===== src/rtl/seq_detect_010.sv =====
// Overlapping "010" serial pattern detector: Moore FSM with a one-cycle detect flag and a
// 10-bit detection counter. Define SEQ_DETECT_010_SAT_EN for a saturating count (else it wraps).
module seq_detect_010 (
  input  logic       clk,
  input  logic       rst,
  input  logic       x,
  output logic       y,
  output logic [9:0] count
);

  typedef enum logic [1:0] {
    StIdle = 2'b00,
    StS0   = 2'b01,
    StS01  = 2'b10,
    StDet  = 2'b11
  } state_e;

  state_e     state_q, state_d;
  logic [9:0] count_q, count_d;

  always_comb begin
    state_d = StIdle;
    unique case (state_q)
      StIdle:  state_d = x ? StIdle : StS0;
      StS0:    state_d = x ? StS01  : StS0;
      StS01:   state_d = x ? StIdle : StDet;
      // The trailing 0 of a match is also the leading 0 of the next one.
      StDet:   state_d = x ? StS01  : StS0;
      default: state_d = StIdle;
    endcase
  end

  always_comb begin
    count_d = count_q;
    if (state_d == StDet) begin
`ifdef SEQ_DETECT_010_SAT_EN
      if (count_q != 10'd1023) begin
        count_d = count_q + 10'd1;
      end
`else
      count_d = count_q + 10'd1;
`endif
    end
  end

  // Reset wins over a simultaneous match, so neither state nor count advance.
  always_ff @(posedge clk) begin
    if (rst) begin
      state_q <= StIdle;
      count_q <= 10'd0;
    end else begin
      state_q <= state_d;
      count_q <= count_d;
    end
  end

  assign y     = (state_q == StDet);
  assign count = count_q;

endmodule


===== config.mk =====
export PLATFORM = sky130hd
export DESIGN_NAME = seq_detect_010
export DESIGN_NICKNAME = d
export VERILOG_FILES = /design/src/rtl/seq_detect_010.sv
export SDC_FILE = /design/constraint.sdc
export NUM_CORES = 1
export LEC_CHECK = 0
export ABC_AREA = 1
export CORE_AREA = 2 2 39 41
export CTS_CLUSTER_DIAMETER = 50
export DETAILED_ROUTE_END_ITERATION = 8
export DIE_AREA = 0 0 41 43
export PLACE_DENSITY = 0.71
export SLEW_MARGIN = 10
export SYNTH_ARGS = -nofsm -noshare
export SYNTH_HDL_FRONTEND = slang
export SYNTH_SLANG_ARGS = --single-unit

===== constraint.sdc =====
create_clock -name clk -period 1.5 [get_ports clk]
set_clock_uncertainty 0.05 [all_clocks]
set_input_delay 0.45 -clock clk [delete_from_list [all_inputs] [get_ports clk]]
set_output_delay 0.45 -clock clk [all_outputs]
set_load 0.01 [all_outputs]

==> out/results.txt, run 1 <==
reg2reg setup slack: 190 ps
Reg2Reg Depth: 6
Total GRT Usage: 16.0%
register area: 240 µm²
CTS Buffer Depth: 2
Worst Tran Pin Value: 265 ps
nets: 108
largest net degree at the start of global routing: 9
Leak Pwr: 0.415 nW
Mapped Nets: 81
I/O Buffers: 13
Pwr per Cell Area: 776 nW/µm²
cell chain of the critical path: dlygate4sd2_1
Place WS: -161 ps
met3 Use GR: 3.14%
Ports: 14
Pre-Repair DR Iteration Count: 5
Max Slew Vio Count: 0
critical path arrival: 940 ps
CTS Hold Buffers Added: 0
GR Overflow Total: 0
CP Max Fanout: 3
post-synthesis mux area share: 0%
library cells used by synthesis: 18
CP delay by family, top: flip-flops
VDD IR max: 0.505 mV
vias in the first global route: 446
GPL Wtd Cong: 0.794
post-synth top area cell: dfxtp_1
FILL cells: 135
post-route ant nets: 0
status: finished clean
die width: 41 µm
top post-synthesis cells by count: 16 x nand2_1, 12 x dfxtp_1, 11 x inv_1, 9 x nor2_1, 8 x a21oi_1
critical path startpoint category: register
die height: 43 µm
Post-DP HPWL: 852 µm
critical path depth in cells: 1
vias: 563
met2 GRT Util: 21.9%
Max-cap violations: 0
CTS Buf Count: 3
max incr delay on CP: 360 ps
GR Layer Usage met1: 21.2%
EDFF count, synth: 0
first-pass GRT wire length: 1.88 mm
Syn Area/Cell: 7.46 µm²
top area cells in the synthesized netlist: dfxtp_1 42%, nand2_1 10%, inv_1 7.2%
top_reg_cell synth: dfxtp_1
initial antenna violation count: 0
setup violators final: 0
area delta synth->final: 41.2%
H-tree Lvls: 1
count leader, synth: nand2_1
DRC violations left: 0
CP Class: register to output pin
worst hold path class: register to register
XOR/XNOR share of the synthesized area: 0%
final hold viol count: 0
Fmax achieved: 696 MHz
cell row count: 14
post-synthesis adder-cell area fraction: 2.18%
average vias per placed instance: 4.73
footprint of the multi-input gates: 285 µm²
Yosys top cell area share: 41.8%
Core Util, Final: 58.6%
max_slew headroom: 82.2%
cell area after synthesis: 574 µm²
Routed WL per cell: 10.2 µm
Initial DRC Count: 9
die area: 1760 µm²
worst skew pair latency: 280 ps
Final period util: 95.8%
clk root buf: clkbuf_4
CP Buf/Inv Count: 1
CTS tree: built
cells after synthesis: 77
Critical Path Sink: count[6]
initial core utilization: 41.5%
layout cells sized above 1: 21.4%
CP Launch Point: count[6]
unrepaired setup endpoints after global routing: no
Period minus WS final: 1440 ps
largest family of logic cells by synthesized area: simple AND/OR/NAND/NOR gates
Worst Slack Setup Final: 62.3 ps
CP Capture Type: output pin
n_diodes: 0
grt peak-use layer: met2
Clock transition at path regs: 80 ps
Yosys warnings: 0
worst r2r src: count[0]
register area share after synthesis: 41.8%
flops & latches, synth: 12
WP data required: 1000 ps
core region area: 1380 µm²
TritonCTS Sinks: 12
Reg2Reg Capture Point: count[8]
Synth Area in Compound Gates: 11.8%
Crit-path slowest cell: dfxtp_1
asr flop ratio synth: 0%
Post-Synth Simple-Gate Area: 35.7%
final WL: 1.22 mm
-- layout make-up --
cell class | count | area share [%]
sequential | 12 | 29.6
tap | 16 | 2.47
inverter | 13 | 6.02
multi-input combinational | 52 | 35.2
timing repair buffer | 22 | 22.2
clock buffer | 4 | 4.48
-- worst min path at each step --
stage	to	from	cells after the start
2_1_floorplan	count[8]	count[8]	2
4_1_cts	count[8]	count[8]	2
3_5_place_dp	count[8]	count[8]	2
5_1_grt	count[8]	count[8]	2
6_report	count[8]	count[8]	2
3_3_place_gp	count[8]	count[8]	2
-- stage by stage --
step / cell area (µm²) / std cells / total power, mW / hold WS (ps) / setup TNS [ps]
global placement: 792 / 115 / 0.375 / 410 / -849
floorplan: 574 / 77 / 0.352 / 426 / 0
CTS: 815 / 119 / 0.634 / 429 / 0
detailed placement: 792 / 115 / 0.375 / 420 / -1060
finish: 811 / 119 / 0.629 / 433 / 0
global route: 811 / 119 / 0.653 / 446 / 0
-- metal layers --
metal / wire [µm] / up-vias
met5: 0 / -
met4: 39 / 0
met3: 56 / 5
met2: 579 / 16
met1: 540 / 241
li1: - / 301
-- report_power, final --
group | leakage, nW | internal [mW] | switching, mW
sequential | 0.0972 | 0.323 | 0.00227
combinational | 0.297 | 0.0194 | 0.0223
clock | 0.0210 | 0.148 | 0.115
-- flip-flops by register name, indices dropped and copies added, names as in the netlist --
signal	cells
count	10
state_q	2
-- repair_timing --
| action | CTS | global route |
|---|---|---|
| gates resized for setup | 11 | 2 |
| buffers inserted | 0 | 0 |
| endpoints found under the setup margin | 11 | 1 |
-- placed cells by master (no fill, tap or decap) --
cell             instances
nor2_1                   9
clkbuf_8                 1
nand4_1                  1
buf_4                    9
clkbuf_2                 1
inv_2                    2
clkbuf_4                 3
o21ai_1                  1
inv_1                   11
a21oi_1                  8
nand3_1                  4
dfxtp_1                 12
nor2_4                   1
clkdlybuf4s50_1          2
nand3_4                  1
nand3_2                  2
o21ai_0                  3
nor2_8                   1
a211oi_1                 1
dlygate4sd2_1           10
nor3_1                   2
nand2_2                  1
ha_1                     1
nand2_1                 16
-- cells by family after synthesis --
logic type	after synthesis
fa+ha+maj	1
buf+inv	13
flops	12
compound gates	13
simple gates	38
No activity file was read; power rests on OpenSTA's default activity.
==> run 2: changes to the inputs <==
--- a/config.mk
+++ b/config.mk
@@ -11,7 +11,7 @@
 export DETAILED_ROUTE_END_ITERATION = 8
 export DIE_AREA = 0 0 41 43
 export PLACE_DENSITY = 0.71
-export SLEW_MARGIN = 10
+export SKIP_CTS_REPAIR_TIMING = 1
 export SYNTH_ARGS = -nofsm -noshare
 export SYNTH_HDL_FRONTEND = slang
 export SYNTH_SLANG_ARGS = --single-unit
==> run 2 against run 1 <==
  * Non-clock buffer count is the same
  * Die area did not move
  * Clock power hardly changed
  * Combinational power rose by 3%
  * Critical endpoint is now count[8]
  * Highest routed layer unchanged
==> out/results.txt, run 2 (same netlist as run 1, synthesis figures left out) <==
area delta synth->final: 49.0% (was 41.2%)
Routed WL per cell: 10.6 µm (was 10.2 µm)
vias: 570 (was 563)
final hold viol count: 0 (unchanged)
Total GRT Usage: 16.1% (was 16.0%)
status: finished clean (unchanged)
Leak Pwr: 0.570 nW (was 0.415 nW)
commonest non-fill, non-tap cell in the layout: nand2_1 (unchanged)
CP Capture Type: register (was output pin)
first-pass GRT wire length: 1.89 mm (was 1.88 mm)
CP Max Fanout: 5 (was 3)
Final period util: 93.4% (was 95.8%)
die area: 1760 µm² (unchanged)
max_slew headroom: 82.4% (was 82.2%)
vias in the first global route: 452 (was 446)
highest-count cells in the layout ignoring fill and taps: 16 x nand2_1, 12 x dfxtp_1, 11 x inv_1, 11 x dlymetal6s2s_1 (was 16 x nand2_1, 12 x dfxtp_1, 11 x inv_1, 10 x dlygate4sd2_1)
VDD IR max: 0.508 mV (was 0.505 mV)
CTS tree: built (unchanged)
TritonCTS Sinks: 12 (unchanged)
final WL: 1.26 mm (was 1.22 mm)
worst hold path class: register to register (unchanged)
CTS Buf Count: 3 (unchanged)
layout cells sized above 1: 20.4% (was 21.4%)
Pre-Repair DR Iteration Count: 4 (was 5)
Ports: 14 (unchanged)
Placement Cell Area: 792 µm² (unchanged)
DRC violations left: 0 (unchanged)
Post-DP HPWL: 852 µm (unchanged)
Max Slew Vio Count: 0 (unchanged)
critical path arrival: 1570 ps (was 940 ps)
die width: 41 µm (unchanged)
average vias per placed instance: 4.79 (was 4.73)
cell chain of the critical path: clkdlybuf4s50_1 -> inv_2 -> nand3_4 -> nor2_1 -> nand3_1 -> a21oi_1 (was dlygate4sd2_1)
Initial DRC Count: 12 (was 9)
cell row count: 14 (unchanged)
initial core utilization: 41.5% (unchanged)
die height: 43 µm (unchanged)
CP Buf/Inv Count: 2 (was 1)
largest net degree at the start of global routing: 9 (unchanged)
GPL Wtd Cong: 0.794 (unchanged)
unrepaired setup endpoints after global routing: no (unchanged)
Max-cap violations: 0 (unchanged)
critical path startpoint category: primary input (was register)
post-route ant nets: 0 (unchanged)
Period minus WS final: 1400 ps (was 1440 ps)
CP delay by family, top: buffers and inverters (was flip-flops)
max FFs per register: 10 (unchanged)
setup violators final: 0 (unchanged)
I/O Buffers: 13 (unchanged)
CP Class: primary input to register (was register to output pin)
clk root buf: clkbuf_4 (unchanged)
nets: 108 (unchanged)
Fin Setup TNS: 0 ps (unchanged)
worst skew pair latency: 280 ps (about the same)
Clock transition at path regs: 80 ps (about the same)
core region area: 1380 µm² (unchanged)
design area: 856 µm² (was 811 µm²)
CTS Buffer Depth: 2 (unchanged)
Worst Tran Pin Value: 262 ps (was 265 ps)
Crit-path slowest cell: clkdlybuf4s50_1 (was dfxtp_1)
GR Overflow Total: 0 (unchanged)
Pwr per Cell Area: 736 nW/µm² (was 776 nW/µm²)
Fmax achieved: 714 MHz (was 696 MHz)
WP data required: 1670 ps (was 1000 ps)
max incr delay on CP: 430 ps (was 360 ps)
initial antenna violation count: 0 (unchanged)
H-tree Lvls: 1 (unchanged)
n_diodes: 0 (unchanged)
==> run 2: cell count changes in the layout (fill, tap and decap cells not counted), sizes merged <==
cell	delta
dlymetal6s2s	+11
clkbuf	-1
dlygate4sd2	-10
==> run 2: layout make-up <==
| class | count | area [µm²] |
|---|---|---|
| inverters | 13 | 48.8 |
| multi-input cells | 52 | 285 |
| fillers | 124 | 528 |
| clock buffers | 4 | 36.3 |
| well taps | 16 | 20.0 |
| repair buffers | 22 | 225 |
| flip-flops and latches | 12 | 240 |
==> run 2: path summary, 6_finish.rpt <==
path | startpoint | to | slack [ps] | depth (start not counted)
worst max register to register | count[0] | count[8] | 180 | 6
worst min register to register | count[8] | count[8] | 440 | 2
worst min-delay path | count[8] | count[8] | 440 | 2
worst max-delay path | x | count[8] | 100 | 6
==> run 2: report_power, final <==
group,internal [mW],total (mW),switching (mW)
Sequential,0.323,0.325,0.00232
Clock,0.148,0.263,0.115
Combinational,0.0204,0.0427,0.0223
Total,0.491,0.630,0.139
==> run 2: metrics by stage <==
stage	hold WS, ps	power, mW	utilization, %	worst slack, ps	std cells
floorplan	426	0.352	-	316	77
global placement	410	0.375	57.2	-131	115
detailed placement	420	0.375	57.2	-161	115
CTS	432	0.636	59.9	-244	119
global route	446	0.654	61.8	44.0	119
finish	439	0.630	61.8	99.4	119
==> run 2: worst min-delay path, cell delays in order, from the launching register on <==
cell,delay [ps]
dfxtp_1,340
inv_1,60
a21oi_1,50
==> run 2: layer usage <==
| layer | track usage (%) | vias up | part of all wire [%] |
|---|---|---|---|
| met5 | 0 | - | 0 |
| met4 | 12.0 | 0 | 3.2 |
| met3 | 3.14 | 5 | 4.5 |
| met2 | 22.2 | 17 | 46 |
| met1 | 21.2 | 245 | 46 |
| li1 | - | 303 | - |
==> run 3: changes to the inputs <==
--- a/config.mk
+++ b/config.mk
@@ -6,11 +6,10 @@
 export NUM_CORES = 1
 export LEC_CHECK = 0
 export ABC_AREA = 1
-export CORE_AREA = 2 2 39 41
+export CORE_UTILIZATION = 40
 export CTS_CLUSTER_DIAMETER = 50
 export DETAILED_ROUTE_END_ITERATION = 8
-export DIE_AREA = 0 0 41 43
-export PLACE_DENSITY = 0.71
+export PLACE_DENSITY = 0.67
 export SKIP_CTS_REPAIR_TIMING = 1
 export SYNTH_ARGS = -nofsm -noshare
 export SYNTH_HDL_FRONTEND = slang
==> run 3 against run 2 <==
  * Sequential cell count stayed put
  * Critical path depth stayed put
  * Sequential power hardly changed
  * Cell count is 0.84% lower
  * Largest power group unchanged
==> out/results.txt, run 3 (same netlist as run 1, synthesis figures left out) <==
worst skew pair latency: 290 ps (was 280 ps)
die height: 39.9 µm (was 43 µm)
Layout Cells excl Fill: 118 (was 119)
Total GRT Usage: 17.5% (was 16.1%)
layout cells sized above 1: 20.4% (unchanged)
vias in the first global route: 429 (was 452)
Reg power frac: 50.9% (was 51.6%)
Placed Cells: 114 (was 115)
Clock power frac: 42.6% (was 41.7%)
CTS Buffer Depth: 2 (unchanged)
VDD IR max: 0.646 mV (was 0.508 mV)
max FFs per register: 10 (unchanged)
final hold viol count: 0 (unchanged)
Pre-Repair DR Iteration Count: 4 (unchanged)
CTS Buf Count: 3 (unchanged)
n_diodes: 0 (unchanged)
I/O Buffers: 13 (unchanged)
Period minus WS final: 1390 ps (was 1400 ps)
worst r2r src: count[0] (unchanged)
CTS tree: built (unchanged)
Clock transition at path regs: 90 ps (was 80 ps)
GPL Wtd Cong: 0.760 (was 0.794)
Worst Tran Pin Value: 240 ps (was 262 ps)
first-pass GRT wire length: 1.77 mm (was 1.89 mm)
Reg2Reg Depth: 6 (unchanged)
Leak Pwr: 0.570 nW (unchanged)
Initial DRC Count: 16 (was 12)
nets: 108 (unchanged)
WP data required: 1660 ps (was 1670 ps)
unrepaired setup endpoints after global routing: no (unchanged)
Fmax achieved: 722 MHz (was 714 MHz)
average vias per placed instance: 4.74 (was 4.79)
Core Util, Final: 64.9% (was 61.8%)
switching fraction of total power: 23.1% (was 22.1%)
post-route ant nets: 0 (unchanged)
die area: 1590 µm² (was 1760 µm²)
worst hold stages: 2 (unchanged)
Final period util: 92.4% (was 93.4%)
min-delay src: count[8] (unchanged)
TritonCTS Sinks: 12 (unchanged)
initial core utilization: 43.6% (was 41.5%)
Reg2Reg Capture Point: count[4] (was count[8])
max_slew headroom: 84.0% (was 82.4%)
final WL: 1.18 mm (was 1.26 mm)
design area: 855 µm² (was 856 µm²)
CP Capture Type: register (unchanged)
Pwr per Cell Area: 748 nW/µm² (was 736 nW/µm²)
combinational power share: 6.6% (was 6.8%)
status: finished clean (unchanged)
CP Max Fanout: 5 (unchanged)
worst hold path class: register to register (unchanged)
initial antenna violation count: 0 (unchanged)
core region area: 1320 µm² (was 1380 µm²)
H-tree Lvls: 1 (unchanged)
switching pwr: 0.148 mW (was 0.139 mW)
setup violators final: 0 (unchanged)
Ports: 14 (unchanged)
Max-cap violations: 0 (unchanged)
GR Overflow Total: 0 (unchanged)
Placement Cell Area: 791 µm² (was 792 µm²)
critical path arrival: 1550 ps (was 1570 ps)
Hold EP: count[8] (unchanged)
Max Slew Vio Count: 0 (unchanged)
die width: 39.9 µm (was 41 µm)
area delta synth->final: 48.8% (was 49.0%)
largest net degree at the start of global routing: 9 (unchanged)
Post-DP HPWL: 875 µm (was 852 µm)
clk root buf: clkbuf_4 (unchanged)
cell row count: 13 (was 14)
reg2reg setup slack: 190 ps (was 180 ps)
CP Class: primary input to register (unchanged)
DRC violations left: 0 (unchanged)
Internal Power: 0.491 mW (about the same)
commonest non-fill, non-tap cell in the layout: nand2_1 (unchanged)
vias: 559 (was 570)
critical path startpoint category: primary input (unchanged)
hold_ws: 422 ps (was 439 ps)
Routed WL per cell: 9.99 µm (was 10.6 µm)
highest-count cells in the layout ignoring fill and taps: 16 x nand2_1, 12 x dfxtp_1, 11 x inv_1, 11 x dlymetal6s2s_1 (unchanged)
-- run 3: critical path: stages --
cell and delay (ps):
clkdlybuf4s50_1 430, inv_2 80, nand3_4 120, nor2_1 190, o21ai_0 110, a21oi_1 170
-- run 3: how the worst max path moves through the flow --
stage,startpoint,to,slack [ps],cells after the start
finish,x,count[4],110,6
global route,x,count[4],30,6
floorplan,count[0],count[6],320,6
detailed placement,x,count[4],-200,6
global placement,x,count[7],-130,7
CTS,state_q[0],y,-260,3
-- run 3: area by class of cell --
type                            count  area [µm²]
Clock buffer                        4        36.3
Fill cell                         115         463
Inverter                           13        48.8
Multi-Input combinational cell     52         285
Sequential cell                    12         240
Tap cell                           15        18.8
Timing Repair Buffer               22         225
-- run 3: through the flow --
step	total power [mW]	setup TNS [ps]	worst slack, ps
floorplan	0.352	0	316
global placement	0.375	-830	-130
detailed placement	0.375	-1060	-196
CTS	0.640	-1990	-261
global route	0.664	0	32.6
finish	0.639	0	114
-- run 3: power groups by stage --
stage	clock [mW]	sequential, mW	combinational (mW)
4_1_cts	0.272	0.325	0.0429
3_5_place_dp	0	0.333	0.0427
6_report	0.272	0.325	0.0421
2_1_floorplan	0	0.335	0.0171
3_3_place_gp	0	0.333	0.0424
5_1_grt	0.292	0.326	0.0464
-- run 3: per-layer routing --
metal	track usage, %	share of wire, %
met1	22.5	50
met2	23.8	43
met3	5.11	4.0
met4	12.9	3.2
met5	0	0
